<file path="src/rtl/hht_row_accumulator_if.sv">
// Pair-stream input and result-FIFO output bundle of hht_row_accumulator.
// Both channels use valid/ready: a beat transfers on a rising edge where valid & ready are both high;
// the source holds its payload stable while valid is high and ready is low.
interface hht_row_accumulator_if #(
  parameter int DATA_W = 32,
  parameter int ACC_W  = 64,
  parameter int ROW_W  = 16
);
  logic              in_valid;
  logic              in_ready;
  logic [DATA_W-1:0] in_mval;
  logic [DATA_W-1:0] in_vval;
  logic              in_last;
  logic              in_empty;
  logic              out_valid;
  logic              out_ready;
  logic [ROW_W-1:0]  out_row;
  logic [ACC_W-1:0]  out_sum;
  logic              out_ovf;

  modport master (
    output in_valid, in_mval, in_vval, in_last, in_empty, out_ready,
    input  in_ready, out_valid, out_row, out_sum, out_ovf
  );

  modport slave (
    input  in_valid, in_mval, in_vval, in_last, in_empty, out_ready,
    output in_ready, out_valid, out_row, out_sum, out_ovf
  );
endinterface

</file>
<file path="src/rtl/hht_row_accumulator.sv">
// Multiply/accumulate stage of the HHT SpMV engine: sums (mval*vval) per row into a small result FIFO.
// Define HHT_ACC_SAT_EN for unsigned saturating accumulation with a sticky per-row overflow flag.
module hht_row_accumulator #(
  parameter int DATA_W     = 32,
  parameter int ACC_W      = 64,
  parameter int ROW_W      = 16,
  parameter int FIFO_DEPTH = 4
) (
  input  logic                Clk,
  input  logic                Rst,
  hht_row_accumulator_if.slave bus,
  output logic [ROW_W-1:0]    rows_done,
  output logic                busy
);
  localparam int PTR_W = $clog2(FIFO_DEPTH);
  localparam int CNT_W = PTR_W + 1;
  localparam int ENT_W = ROW_W + ACC_W + 1;

  logic                s1_valid_q, s1_valid_d;
  logic                s1_last_q, s1_last_d;
  logic [ACC_W-1:0]    s1_prod_q, s1_prod_d;
  logic [ACC_W-1:0]    acc_q, acc_d;
  logic                partial_q, partial_d;
  logic [ROW_W-1:0]    row_ctr_q, row_ctr_d;
  logic [ENT_W-1:0]    mem_q [FIFO_DEPTH];
  logic [PTR_W-1:0]    wr_ptr_q, wr_ptr_d, rd_ptr_q, rd_ptr_d;
  logic [CNT_W-1:0]    count_q, count_d;

  logic [2*DATA_W-1:0] mul;
  logic                in_fire, push, pop, pending_last;
  logic [CNT_W-1:0]    occupancy;
  logic [ACC_W-1:0]    sum;
  logic                row_ovf;
  logic [ENT_W-1:0]    head;

  // A pop in this cycle frees a slot combinationally; a last beat in stage 1 has a slot reserved.
  assign pending_last  = s1_valid_q & s1_last_q;
  assign pop           = bus.out_valid & bus.out_ready;
  assign occupancy     = count_q - CNT_W'(pop) + CNT_W'(pending_last);
  assign bus.in_ready  = occupancy < CNT_W'(FIFO_DEPTH);
  assign in_fire       = bus.in_valid & bus.in_ready;
  assign mul           = bus.in_mval * bus.in_vval;
  assign push          = pending_last;

  always_comb begin
    s1_valid_d = in_fire;
    s1_last_d  = s1_last_q;
    s1_prod_d  = s1_prod_q;
    if (in_fire) begin
      s1_last_d = bus.in_last | bus.in_empty;
      s1_prod_d = bus.in_empty ? '0 : ACC_W'(mul);
    end
  end

`ifdef HHT_ACC_SAT_EN
  logic [ACC_W:0] sum_wide;
  logic           ovf_q, ovf_d;

  assign sum_wide = {1'b0, acc_q} + {1'b0, s1_prod_q};
  assign sum      = sum_wide[ACC_W] ? '1 : sum_wide[ACC_W-1:0];
  assign row_ovf  = ovf_q | sum_wide[ACC_W];

  always_comb begin
    ovf_d = ovf_q;
    if (s1_valid_q) ovf_d = s1_last_q ? 1'b0 : row_ovf;
  end

  always_ff @(posedge Clk) begin
    if (Rst) ovf_q <= 1'b0;
    else     ovf_q <= ovf_d;
  end
`else
  assign sum     = acc_q + s1_prod_q;
  assign row_ovf = 1'b0;
`endif

  always_comb begin
    acc_d     = acc_q;
    partial_d = partial_q;
    row_ctr_d = row_ctr_q;
    if (s1_valid_q) begin
      if (s1_last_q) begin
        acc_d     = '0;
        partial_d = 1'b0;
        row_ctr_d = row_ctr_q + ROW_W'(1);
      end else begin
        acc_d     = sum;
        partial_d = 1'b1;
      end
    end
  end

  // FIFO occupancy never exceeds FIFO_DEPTH because in_ready reserves a slot for every accepted last beat.
  always_comb begin
    wr_ptr_d = push ? wr_ptr_q + PTR_W'(1) : wr_ptr_q;
    rd_ptr_d = pop  ? rd_ptr_q + PTR_W'(1) : rd_ptr_q;
    count_d  = count_q + CNT_W'(push) - CNT_W'(pop);
  end

  always_ff @(posedge Clk) begin
    if (Rst) begin
      s1_valid_q <= 1'b0;
      s1_last_q  <= 1'b0;
      s1_prod_q  <= '0;
      acc_q      <= '0;
      partial_q  <= 1'b0;
      row_ctr_q  <= '0;
      wr_ptr_q   <= '0;
      rd_ptr_q   <= '0;
      count_q    <= '0;
    end else begin
      s1_valid_q <= s1_valid_d;
      s1_last_q  <= s1_last_d;
      s1_prod_q  <= s1_prod_d;
      acc_q      <= acc_d;
      partial_q  <= partial_d;
      row_ctr_q  <= row_ctr_d;
      wr_ptr_q   <= wr_ptr_d;
      rd_ptr_q   <= rd_ptr_d;
      count_q    <= count_d;
    end
  end

  always_ff @(posedge Clk) begin
    if (push) mem_q[wr_ptr_q] <= {row_ctr_q, sum, row_ovf};
  end

  // Head fields read as zero while empty so stale storage never leaks out.
  assign head          = mem_q[rd_ptr_q];
  assign bus.out_valid = count_q != '0;
  assign bus.out_row   = bus.out_valid ? head[ENT_W-1 -: ROW_W] : '0;
  assign bus.out_sum   = bus.out_valid ? head[ACC_W:1] : '0;
  assign bus.out_ovf   = bus.out_valid & head[0];
  assign rows_done     = row_ctr_q;
  assign busy          = s1_valid_q | partial_q;
endmodule

</file>
<file path="src/flat_wrapper.sv">
// flat-port wrapper written by rule: the top's interface ports become plain ports
module hht_row_accumulator_flat 
#(
  parameter int DATA_W     = 32,
  parameter int ACC_W      = 64,
  parameter int ROW_W      = 16,
  parameter int FIFO_DEPTH = 4
)
  (Clk, Rst, rows_done, busy, bus_in_valid, bus_in_mval, bus_in_vval, bus_in_last, bus_in_empty, bus_out_ready, bus_in_ready, bus_out_valid, bus_out_row, bus_out_sum, bus_out_ovf);
  hht_row_accumulator_if #(.DATA_W(DATA_W), .ACC_W(ACC_W), .ROW_W(ROW_W)) bus_i ();
  input  logic Clk;
  input  logic Rst;
  output logic [ROW_W-1:0] rows_done;
  output logic busy;
  input wire logic [$bits(bus_i.in_valid)-1:0] bus_in_valid;
  input wire logic [$bits(bus_i.in_mval)-1:0] bus_in_mval;
  input wire logic [$bits(bus_i.in_vval)-1:0] bus_in_vval;
  input wire logic [$bits(bus_i.in_last)-1:0] bus_in_last;
  input wire logic [$bits(bus_i.in_empty)-1:0] bus_in_empty;
  input wire logic [$bits(bus_i.out_ready)-1:0] bus_out_ready;
  output wire logic [$bits(bus_i.in_ready)-1:0] bus_in_ready;
  output wire logic [$bits(bus_i.out_valid)-1:0] bus_out_valid;
  output wire logic [$bits(bus_i.out_row)-1:0] bus_out_row;
  output wire logic [$bits(bus_i.out_sum)-1:0] bus_out_sum;
  output wire logic [$bits(bus_i.out_ovf)-1:0] bus_out_ovf;
  assign bus_i.in_valid = bus_in_valid;
  assign bus_i.in_mval = bus_in_mval;
  assign bus_i.in_vval = bus_in_vval;
  assign bus_i.in_last = bus_in_last;
  assign bus_i.in_empty = bus_in_empty;
  assign bus_i.out_ready = bus_out_ready;
  assign bus_in_ready = bus_i.in_ready;
  assign bus_out_valid = bus_i.out_valid;
  assign bus_out_row = bus_i.out_row;
  assign bus_out_sum = bus_i.out_sum;
  assign bus_out_ovf = bus_i.out_ovf;
  hht_row_accumulator #(.DATA_W(DATA_W), .ACC_W(ACC_W), .ROW_W(ROW_W), .FIFO_DEPTH(FIFO_DEPTH)) u_core (.Clk(Clk), .Rst(Rst), .bus(bus_i), .rows_done(rows_done), .busy(busy));
endmodule
</file>
<file path="config.mk">
export PLATFORM = sky130hd
export DESIGN_NAME = hht_row_accumulator_flat
export DESIGN_NICKNAME = d
export VERILOG_FILES = /design/src/rtl/hht_row_accumulator_if.sv /design/src/rtl/hht_row_accumulator.sv /design/src/flat_wrapper.sv
export SDC_FILE = /design/constraint.sdc
export NUM_CORES = 2
export LEC_CHECK = 0
export BUFFER_PORTS_ARGS = -buffer_cell sky130_fd_sc_hd__buf_4
export CORE_MARGIN = 2
export CORE_UTILIZATION = 50
export CTS_BUF_LIST = sky130_fd_sc_hd__clkbuf_16
export CTS_CLUSTER_DIAMETER = 60
export DETAILED_ROUTE_END_ITERATION = 16
export HOLD_SLACK_MARGIN = 0.08
export PLACE_DENSITY = 0.69
export SLEW_MARGIN = 20
export SYNTH_ARGS = -nofsm -noshare
export SYNTH_HDL_FRONTEND = slang
export SYNTH_SLANG_ARGS = --single-unit
</file>
<file path="constraint.sdc">
create_clock -name Clk -period 11 [get_ports Clk]
set_clock_uncertainty 0.05 [all_clocks]
set_input_delay 1.65 -clock Clk [delete_from_list [all_inputs] [get_ports Clk]]
set_output_delay 1.65 -clock Clk [all_outputs]
set_load 0.02 [all_outputs]
</file>
* Word level (Yosys, flattened, before mapping)
Memories as Yosys holds them, arrays and structs flattened. A register that Yosys moved wholly into a read port is not among the register bits.
Cells that the tools add are included.
** Operators by class
- $add $sub $neg :: 8
- $mul :: 1
- Divide/modulo/power cells :: 0
- Magnitude comparators :: 1
- Equality and inequality tests :: 0
- Shift-type cells :: 0
- Multiplexer cells :: 9
- Bitwise operators :: 6
- Reduce and logical (&&, ||, !) cells :: 2
** Operators by type and width (number)
- two-way mux 64 bit :: 3
- adder 64 bit :: 1
- multiplier 32 x 32 -> 64 bit :: 1
- adder 16 x 1 -> 16 bit, second input constant :: 1
- two-way mux 16 bit :: 1
- adder 3 x 1 -> 3 bit :: 2
- subtractor 3 x 1 -> 3 bit :: 2
- adder 2 x 1 -> 2 bit, second input constant :: 2
- two-way mux 2 bit :: 2
- bitwise AND 1 bit :: 3
- < comparator 3 bit, second input constant :: 1
- two-way mux 1 bit :: 3
- nonzero test 3 bit :: 1
- OR 1 bit :: 2
- AND reduction 2 bit :: 1
- bitwise AND 1 bit, second input constant :: 1
** Storage, ports and cells
- Flip-flop bits (word level) :: 154
- Bits in latches :: 0
- Memory bits (writable) :: 320
- Memory bits (read-only) :: 0
- Output and inout bits :: 100
- Word-level logic and storage cells :: 37
- Memories kept :: 1
** Memories
- u_core.mem_q :: words 4, width 80, read ports 1, clocked after Yosys merged registers in 1, wr ports 1, RTL line hht_row_accumulator.sv:25 : logic [ENT_W-1:0] mem_q [FIFO_DEPTH];

* Depth between registers and ports, before layout
- Depth after elaboration :: 6
- Depth in mapped cells :: 29
- Depth with buffers taken out :: 27

* Worst setup path before layout
OpenSTA, ideal clock, no wires.
- Path kind :: input to register
- From :: input port bus_in_vval[2]
- To :: register u_core.s1_prod_q[62]
- Library setup time :: 0.125 ns
- Arrival time :: 8.573 ns
- Data required time :: 10.825 ns
- Path slack :: 2.252 ns
- Stages on the path :: 27
- Buffers on the path :: 2
- Cell sequence :: clkbuf_1 -> and2_1 -> fa_1 -> inv_1 -> fa_1 -> fa_1 -> fa_1 -> inv_1 -> fa_1 -> inv_1 -> fa_1 -> inv_1 -> fa_1 -> fa_1 -> ha_1 -> buf_2 -> a21oi_1 -> o21ai_1 -> a2111oi_0 -> nor2_1 -> a2111oi_2 -> a21boi_1 -> a31o_1 -> a31o_2 -> a311oi_2 -> xor2_1 -> o21ai_1
** Between the ends
- Cells in the longest elaborated chain, start to end :: 2
** RTL lines
- start, declared :: RTL line flat_wrapper.sv:17 : input wire logic [$bits(bus_i.in_vval)-1:0] bus_in_vval;
- multiplier 32 x 32 -> 64 bit :: RTL line hht_row_accumulator.sv:42 : assign mul = bus.in_mval * bus.in_vval;
- two-way mux 64 bit :: RTL line hht_row_accumulator.sv:51 : s1_prod_d = bus.in_empty ? '0 : ACC_W'(mul);
- end signal, assigned :: RTL line hht_row_accumulator.sv:114 : s1_prod_q <= s1_prod_d;
- end, declared :: RTL line hht_row_accumulator.sv:21 : logic [ACC_W-1:0] s1_prod_q, s1_prod_d;
Every way passes these cells.
A chain may end at the register's enable or synchronous reset.

* Worst setup path after layout
- From :: input port bus_in_mval[10]
- To :: register u_core.s1_prod_q[58]
** Between the ends
- Cells in the longest elaborated chain, start to end :: 2
** RTL lines
- start, declared :: RTL line flat_wrapper.sv:16 : input wire logic [$bits(bus_i.in_mval)-1:0] bus_in_mval;
- multiplier 32 x 32 -> 64 bit :: RTL line hht_row_accumulator.sv:42
- two-way mux 64 bit :: RTL line hht_row_accumulator.sv:51
Every way passes these cells.

==> summary.md <==
| Metric | Value |
|---|---|
| Status | complete, no violations |
| Hold-fix buffers, CTS | 0 |
| Crit path DAT | 9.51 ns |
| CP required | 11.39 ns |
| DRT iter0 DRCs | 2706 |
| Core area | 107100 um^2 |
| Initial antenna violation count | 1 |
| Pins Over Slew Limit | 0 |
| Multi-input combinational cell area | 36930 um^2 |
| Post-Syn Area | 54030 um^2 |
| Final hold violation count | 0 |
| Reg-to-reg startpoint | u_core.count_q[2] |
| #FFs+latches synth | 476 |
| Port Buffers | 168 |
| Most frequent cells in the layout | fa_1, inv_1, and2_1 |
| Die height | 332.7 um |
| Die Wd | 332.7 um |
| Gate Count Post-Synth | 5228 |
| Worst Hold Class | reg2reg |
| Clock-pin slew on the worst setup and hold paths | 0.07 ns |
| Hold Path Stages | 2 |
| Tot GR Track Use | 25.20% |
| Largest net degree at the start of global routing | 82 |
| Vias | 36520 |
| Drc violations | 0 |
| Post-synth cell types | 82 |
| R2R depth | 15 |
| ANT nets after route | 0 |
| Die Area | 110700 um^2 |
| Fmax | 109.6 MHz |
| Minimum clock period | 9.121 ns |
| Initial Util | 50.47% |
| Syn Area/Cell | 10.33 um^2 |
| Vias per cell | 5.531 |
| Worst setup EP type | flip-flop |
| P&R area growth vs syn | 6.348% |
| Final setup viols | 0 |
| Nets | 6467 |
| Number of global-route vias before repair | 38750 |
| FFs w/ async S/R, synth | 0% |
| ANT cells | 0 |
| Final hold slack | 0.4046 ns |
| Clock buffer count from CTS | 43 |
| Critical path launch point type | input port |
| CTS tree | done |
| Number of synthesized flops with an enable pin | 320 |
| Top cell by count, worst path | fa_1 |
| Setup CP Type | in2reg |
| Final wirelength | 137200 um |
| Register area | 12740 um^2 |
| Share of layout cells above drive strength 1 | 6.981% |
| Rel. slew slack | 32.17% |
| H-tree depth | 2 |
| Syn Nets | 6529 |
| Clock Latency Late Sink | 0.56 ns |
| Critical-path top delay cell | fa_1 |
| Grt total ovfl | 0 |
| Post_cts resized | 0 |
| 1st-pass router iterations | 5 |
| Post-CTS Setup Bufs | 0 |
| Sink Count | 476 |
| Max Cap Viol | 0 |
| Global-route wire length before repair | 218500 um |
| Buffer depth of the longest clock path | 3 |
| Sequential share of the synthesized area | 23.57% |
| GPL Wtd Cong | 0.8929 |
| Fin crit share | 82.92% |
| CTS root buffer | clkbuf_16 |
| Least-Margin Pin Slew | 1.017 ns |
| Num ports | 170 |
| Syn. warnings | 0 |
| Final-layout fill cell count | 9387 |
| Synth Flop Type | edfxtp_1 |
| CP Launch Point | bus_in_mval[10] |
| Worst-path fanout max | 32 |
| FP Rows | 120 |
| Most common cell after layout, fill and taps aside | fa_1 |
| RSZ-0062 raised after global routing | no |
| DP HPWL | 103200 um |
| DR WL/cell | 20.78 um |
| HP Start | u_core.s1_prod_q[41] |
| Max incr delay on CP | 0.60 ns |
| Setup TNS Final | 0 ns |
## cell usage after synthesis, drive strengths merged, types with 48 or more instances
cell,count,share of area [%]
fa,898,33
inv,873,6.1
and2,682,7.9
nand2,561,3.9
ha,333,7.7
edfxtp,320,18
clkbuf,283,2.0
a21oi,169,1.6
dfxtp,156,5.8
nor2,156,1.1
o21ai,98,0.92
a21o,93,1.3
mux4,80,3.3
xnor2,78,1.3
xor2,62,1.0
nor2b,48,0.56
## metal layers
layer | global-route usage (%) | vias to the layer above | wire length [um]
li1 | - | 16330 | -
met1 | 36.54 | 18620 | 61690
met2 | 38.59 | 1419 | 60070
met3 | 6.291 | 155 | 13040
met4 | 5.029 | 0 | 2441
met5 | 0 | - | 0
## worst max-delay path: cells and delay by family
family	cells	cell delay (ns)
buf+inv	4	0.60
compound gates	8	2.24
simple gates	3	0.52
fa+ha+maj	9	4.28
xor+xnor	1	0.20
## final cells by class
type / instances / share of cell area, %
clock buffer: 44 / 1.916
clock inverter: 35 / 0.4224
inverter: 874 / 5.710
multi-input combinational: 3583 / 64.27
sequential: 476 / 22.17
tap: 1403 / 3.055
timing repair buffer: 188 / 2.456
## metrics by stage
stage | utilization, % | cells | instance area [um^2] | setup WS, ns
after floorplan | - | 5228 | 54030 | 2.252
after global routing | 53.67 | 6603 | 57460 | 1.570
after detailed placement | 52.42 | 6524 | 56120 | 1.287
after CTS | 53.67 | 6603 | 57460 | 1.892
final | 53.67 | 6603 | 57460 | 1.879
after global placement | 52.42 | 6524 | 56120 | 1.462
## registers in the layout (all words and copies together) (netlist names), named ones only
| register | flops |
|---|---|
| u_core.mem_q | 320 |
| u_core.acc_q | 64 |
| u_core.s1_prod_q | 64 |
| u_core.rows_done | 16 |
| u_core.count_q | 3 |
| u_core.rd_ptr_q | 2 |
| u_core.wr_ptr_q | 2 |
| u_core.partial_q | 1 |
| u_core.s1_last_q | 1 |
| u_core.s1_valid_q | 1 |
## worst paths after layout
| check | slack (ns) | to |
|---|---|---|
| max | 1.88 | u_core.s1_prod_q[58] |
| min | 0.40 | u_core.s1_prod_q[41] |
| max reg2reg | 6.91 | u_core.s1_prod_q[9] |
| min reg2reg | 0.40 | u_core.s1_prod_q[41] |
## cell families after synthesis
kind of cell               Yosys count  synth area share (%)
AOI/OAI and AO/OA                  546                 6.725
xor gates and xnor gates           140                 2.269
and+or+nand+nor                   1585                 14.97
buffers and inverters             1169                 8.147
muxes                               80                 3.335
other                                1              0.006941
adders and majority gates         1231                 40.98
DFF                                476                 23.57
Power is left out: the tool's default activity adds up to more than one toggle a clock period on the data nets, which glitch-free logic cannot reach.
